### config.mk
export PLATFORM = sky130hd
export DESIGN_NAME = serial_operand_loader
export DESIGN_NICKNAME = d
export VERILOG_FILES = /design/src/rtl/serial_operand_loader_pkg.sv /design/src/rtl/serial_operand_loader_bit_capture_reg.sv /design/src/rtl/serial_operand_loader.sv
export SDC_FILE = /design/constraint.sdc
export NUM_CORES = 1
export LEC_CHECK = 0
export ABC_AREA = 0
export CORE_MARGIN = 1
export CORE_UTILIZATION = 40
export CTS_BUF_LIST = sky130_fd_sc_hd__clkbuf_8
export CTS_CLUSTER_DIAMETER = 150
export DETAILED_ROUTE_END_ITERATION = 8
export PLACE_DENSITY = 0.66
export SLEW_MARGIN = 5
export SYNTH_ARGS = -nofsm -noshare
export SYNTH_HDL_FRONTEND = slang
export SYNTH_SLANG_ARGS = --single-unit
### constraint.sdc
create_clock -name clk -period 2 [get_ports clk]
set_input_delay 0.4 -clock clk [delete_from_list [all_inputs] [get_ports clk]]
set_output_delay 0.4 -clock clk [all_outputs]
set_load 0.05 [all_outputs]
### src/rtl/serial_operand_loader_pkg.sv
// serial_operand_loader_pkg
// Shared definitions for the serial operand loader and the equality
// comparator bench that consumes its operands.
//   phase_e         : loader state, also driven out on the phase port
//   DEFAULT_WIDTH   : operand width used by the 5-bit comparator
//   cnt_width()     : bit-counter width for a given operand width
package serial_operand_loader_pkg;

    typedef enum logic [1:0] {
        PH_LOAD_X = 2'd0,
        PH_LOAD_Y = 2'd1,
        PH_HOLD   = 2'd2
    } phase_e;

    localparam int DEFAULT_WIDTH = 5;

    // Width of a counter that indexes bits 0..w-1; never narrower than 1.
    function automatic int cnt_width(input int w);
        int cw;
        cw = $clog2(w);
        return (cw < 1) ? 1 : cw;
    endfunction

endpackage

### src/rtl/serial_operand_loader_bit_capture_reg.sv
// bit_capture_reg
// WIDTH-bit operand register that is filled one bit at a time.
//   clk, rst_n : clock, asynchronous active-low reset (clears q)
//   clear      : synchronous zeroing, wins over a write in the same cycle
//   wr_en      : write wr_bit into q[wr_idx] on this edge
//   wr_idx     : target bit position (0..WIDTH-1)
//   wr_bit     : value to write
//   q          : register contents; untouched bits keep their value
module bit_capture_reg
    import serial_operand_loader_pkg::*;
#(
    parameter int WIDTH = DEFAULT_WIDTH,
    parameter int IDX_W = cnt_width(WIDTH)
) (
    input  logic             clk,
    input  logic             rst_n,
    input  logic             clear,
    input  logic             wr_en,
    input  logic [IDX_W-1:0] wr_idx,
    input  logic             wr_bit,
    output logic [WIDTH-1:0] q
);

    // NOTE: sequential state uses non-blocking (<=) so every flop samples
    // pre-edge values regardless of statement or process order.
    always_ff @(posedge clk or negedge rst_n) begin
        if (!rst_n) begin
            q <= '0;
        end else if (clear) begin
            q <= '0;
        end else if (wr_en) begin
            // Decode the index explicitly so only the addressed bit changes.
            for (int i = 0; i < WIDTH; i++) begin
                if (wr_idx == IDX_W'(i)) begin
                    q[i] <= wr_bit;
                end
            end
        end
    end

endmodule

### src/rtl/serial_operand_loader.sv
// serial_operand_loader
// Assembles two WIDTH-bit operands (X then Y, LSB first) from a serial
// valid/ready bit stream and presents them in parallel until acknowledged.
//   clk, rst_n : clock, asynchronous active-low reset
//   clear      : synchronous abort back to X loading with zeroed operands
//   in_valid   : in_bit is valid this cycle
//   in_bit     : serial data bit
//   in_ready   : a bit can be accepted this cycle (state-only)
//   x, y       : assembled operands
//   out_valid  : x and y are complete and stable
//   out_ack    : consumer has taken x and y (only honoured in HOLD)
//   phase      : 0 = LOAD_X, 1 = LOAD_Y, 2 = HOLD
module serial_operand_loader
    import serial_operand_loader_pkg::*;
#(
    parameter int WIDTH = DEFAULT_WIDTH
) (
    input  logic             clk,
    input  logic             rst_n,
    input  logic             clear,
    input  logic             in_valid,
    input  logic             in_bit,
    output logic             in_ready,
    output logic [WIDTH-1:0] x,
    output logic [WIDTH-1:0] y,
    output logic             out_valid,
    input  logic             out_ack,
    output logic [1:0]       phase
);

    localparam int CW = cnt_width(WIDTH);
    localparam logic [CW-1:0] LAST = CW'(WIDTH - 1);

    phase_e        state, state_d;
    logic [CW-1:0] cnt, cnt_d;
    logic          take;
    logic          last;

    assign in_ready = (state == PH_LOAD_X) || (state == PH_LOAD_Y);
    assign take     = in_valid && in_ready;
    assign last     = (cnt == LAST);
    assign phase    = state;

    always_ff @(posedge clk or negedge rst_n) begin
        if (!rst_n) begin
            state     <= PH_LOAD_X;
            cnt       <= '0;
            out_valid <= 1'b0;
        end else begin
            state     <= state_d;
            cnt       <= cnt_d;
            // Registered flag: high exactly while the state register is HOLD.
            out_valid <= (state_d == PH_HOLD);
        end
    end

    // NOTE: every variable gets a default before the case so no path leaves
    // it unassigned, which would otherwise infer a latch.
    always_comb begin
        state_d = state;
        cnt_d   = cnt;
        if (clear) begin
            state_d = PH_LOAD_X;
            cnt_d   = '0;
        end else begin
            case (state)
                PH_LOAD_X: begin
                    if (take) begin
                        if (last) begin
                            state_d = PH_LOAD_Y;
                            cnt_d   = '0;
                        end else begin
                            cnt_d = cnt + 1'b1;
                        end
                    end
                end
                PH_LOAD_Y: begin
                    if (take) begin
                        if (last) begin
                            state_d = PH_HOLD;
                            cnt_d   = '0;
                        end else begin
                            cnt_d = cnt + 1'b1;
                        end
                    end
                end
                PH_HOLD: begin
                    if (out_ack) begin
                        state_d = PH_LOAD_X;
                        cnt_d   = '0;
                    end
                end
                default: begin
                    // Unused encoding 3 falls back to the start of loading.
                    state_d = PH_LOAD_X;
                    cnt_d   = '0;
                end
            endcase
        end
    end

    bit_capture_reg #(.WIDTH(WIDTH), .IDX_W(CW)) u_x_reg (
        .clk    (clk),
        .rst_n  (rst_n),
        .clear  (clear),
        .wr_en  (take && (state == PH_LOAD_X)),
        .wr_idx (cnt),
        .wr_bit (in_bit),
        .q      (x)
    );

    bit_capture_reg #(.WIDTH(WIDTH), .IDX_W(CW)) u_y_reg (
        .clk    (clk),
        .rst_n  (rst_n),
        .clear  (clear),
        .wr_en  (take && (state == PH_LOAD_Y)),
        .wr_idx (cnt),
        .wr_bit (in_bit),
        .q      (y)
    );

endmodule
==> results.md, run 1 <==
- Share of async-settable or async-resettable flops after synthesis: 1.000
- Proportion of synthesized chip area in sequential cells: 0.4713
- Share of total power in combinational logic: 0.226
- Die Area: 2312 um2
- Arrival time at the worst endpoint: 1410 ps
- Slew HR: 0.6676
- Final Worst Setup Slack: 191.2 ps
- Initial core utilization: 0.4287
- Average routed wire per standard cell: 12.63 um
- Final estimated routing congestion in global placement: 0.7599
- Largest stage delay on the critical path: 800 ps
- Post-CTS sizing: 0
- Gr ovfl total: 0
- Static leakage power: 0.0005479 uW
- Largest cells by area after synthesis: dfrtp_1 47%, mux2i_1 8.2%, ha_1 7.4%
- Worst path slowest cell: clkdlybuf4s50_1
- Top Family by Delay on Critical Path: buffers and inverters
- Number of vias in the routed layout: 650
- Buffers on Ports: 19
- Combined area of the multi-input logic cells: 419.2 um2
- Via count of the first global-routing pass: 596
- Antenna violation net count after detailed routing: 0
- Net count after synthesis: 90
- All-layer global routing usage: 0.1707
- Number of buffer and inverter stages on the critical path: 1
- Die boundary height: 48.09 um
- Count of H-tree levels built during CTS: 1
- Post-synthesis average cell area: 10.75 um2
- Width of the die: 48.09 um
- Critical path required time: 1600 ps
- Worst-margin pin slew: 497.1 ps
- Classification of the worst setup path: reg2out
- Max clock buf depth: 2
- Top cell type's share of synthesized area: 0.4713
- DP Worst Slack: 101.1 ps
- Clock tree from TritonCTS: built
- Power density over the cells: 735.7 nW/um2
- Post-layout nets: 117
- Result of the run: complete, no violations
- Clock root buffer: clkbuf_8
- Cell variety after synth: 27
- Clock network fraction of total power: 0.340
- First-pass GRT wire length: 2601 um
- Clock transition at path regs: 60 ps
- Post-layout minimum cycle time: 1809 ps
- Fin util: 0.5808
- Setup violators final: 0
- Pin count of the biggest net entering global routing: 17
- Drt total wl: 1667 um
- Number of iterations in the first detailed-routing pass: 4
- Yosys warning total: 0
- Commonest cells in the synthesized netlist: 16 x dfrtp_1, 8 x nand2b_1, 7 x mux2i_1
- Worst-path cell chain: clkdlybuf4s50_1
- Hold-fix buffers, CTS: 0
- Total half-perimeter wirelength after legalization and detailed placement: 1247 um
- Final critical-path share of the clock period: 0.9044
- Count of flip-flops with a built-in enable after synthesis: 0
- Reported max-cap violation count: 0
- Maximum vdd ir drop: 615.7 uV
- Worst-case clock skew: 0.4883 ps
- Largest area contributor in the netlist: dfrtp_1
- Top_reg_cell synth: dfrtp_1
- Max Transition Viols Final: 0
- Max Clock Freq: 0.5529 GHz
- Sw Pwr: 242.3 uW
- Setup slack on the worst flop-to-flop path: 550 ps
- Register share of total power: 0.434
- Netlist area before placement: 849.6 um2
- Sw Ratio: 0.2861
- Post-CTS setup repair buffer count: 0
- Critical path startpoint category: flip-flop
- Cell-internal power: 604.6 uW
- Maximum fanout encountered on the critical timing path: 2
- Share of cells above drive strength 1: 0.1810
- Core Region: 1982 um2
- Instance count of the mapped netlist: 79
- Final Hold Vio Count: 0
- Sinks on Clock Net: 16
- TNS Setup: 0 ps
- Number of design rule violations left after detail routing: 0
- Area growth from synthesis to layout: 35.49%
- Sequential cell area: 400.4 um2
- CP endpoint kind: output port
- Via density per instance: 4.924
- Number of antenna repair diodes: 0
- Unrepaired setup endpoints after global routing: no
- Class of the worst hold path: in2async
- Starting DRC count in detailed routing: 5
- Number of antenna violations at the first check in global routing: 0
- Total power consumption of the routed design: 846.9 uW
- Number of buffers created by CTS: 3
- Core Rows: 16
- Count of state elements after synthesis: 16
- Clock insertion delay at the later pin of the skew report: 250 ps
- Dominant cell by count in the synthesized netlist: dfrtp_1
- Fill count: 169
- Ports: 20
## power groups by stage
stage	registers, uW	clock network (uW)	logic, uW
6_report	368	288	191
4_1_cts	368	297	193
3_5_place_dp	374	0	193
5_1_grt	370	307	212
2_1_floorplan	399	0	97.3
3_3_place_gp	372	0	190
## per-layer routing
layer  part of all wire  vias to the layer above  global-route usage
li1                   -                      322                   -
met2               0.48                       14              0.2730
met4              0.025                        0              0.1000
met5                  0                        -                   0
met3              0.032                        5             0.03396
met1               0.47                      309              0.2126
## cell type report
class / instances / area share
clock buffer: 4 / 0.04783
inverter: 6 / 0.01957
multi-input combinational: 55 / 0.3641
sequential: 16 / 0.3478
tap: 27 / 0.02935
timing repair buffer: 24 / 0.1913
## metrics by stage
stage	hold slack (ps)	instance area, um2	instances
floorplan	104.4	849.6	79
global placement	492.6	1096	128
detailed placement	499.7	1096	128
CTS	466.9	1151	132
global route	490.0	1151	132
finish	462.2	1151	132
## logic make-up after synthesis
logic type               synth area share
flip-flops                         0.4713
adder cells (fa/ha/maj)           0.07364
AO/OA/AOI/OAI                     0.07953
multiplexers                       0.1222
buffers and inverters             0.03535
AND/OR/NAND/NOR                    0.2077
XOR/XNOR                          0.01031
## registers in the layout, summed over array words and instances, names as in the netlist
signal     cells
u_x_reg.q      5
phase          2
u_y_reg.q      5
out_valid      1
cnt            3
## path summary, 6_finish.rpt
check	start	end	depth (start not counted)
setup / recovery	u_x_reg.q[1]$_DFFE_PN0P_	x[1]	1
hold / removal	rst_n	u_x_reg.q[0]$_DFFE_PN0P_	2
setup reg to reg	cnt[0]$_DFFE_PN0P_	u_y_reg.q[4]$_DFFE_PN0P_	5
hold reg to reg	u_y_reg.q[3]$_DFFE_PN0P_	u_y_reg.q[3]$_DFFE_PN0P_	2
max in group asynchronous	rst_n	u_x_reg.q[2]$_DFFE_PN0P_	2
min in group clk	u_y_reg.q[3]$_DFFE_PN0P_	u_y_reg.q[3]$_DFFE_PN0P_	2
## cells in the final DEF, fill, tap and decap left out, types with 2 or more instances in the layout
cell type        count
dfrtp_1             16
clkdlybuf4s50_1     16
a21oi_1              3
nand3_1              2
nand4b_1             2
buf_4                8
nor2b_1              3
mux2i_1              7
or3_1                2
nand2b_1             8
inv_1                5
mux2_2               3
clkbuf_8             4
nand2_1              4
ha_1                 5
o21ai_0              2
nor2_1               3
(Power assumes the default switching activity.)
==> inputs of run 2 (changes only) <==
- SETUP_SLACK_MARGIN: unset -> 0.05
==> results of run 2 <==
No change in the layout: final DEF, timing and power equal those of run 1.
==> inputs of run 3 (changes only) <==
- CAP_MARGIN: unset -> 20
- CTS_CLUSTER_SIZE: unset -> 16
==> results of run 3 <==
No change in the layout: final DEF, timing and power equal those of run 1.
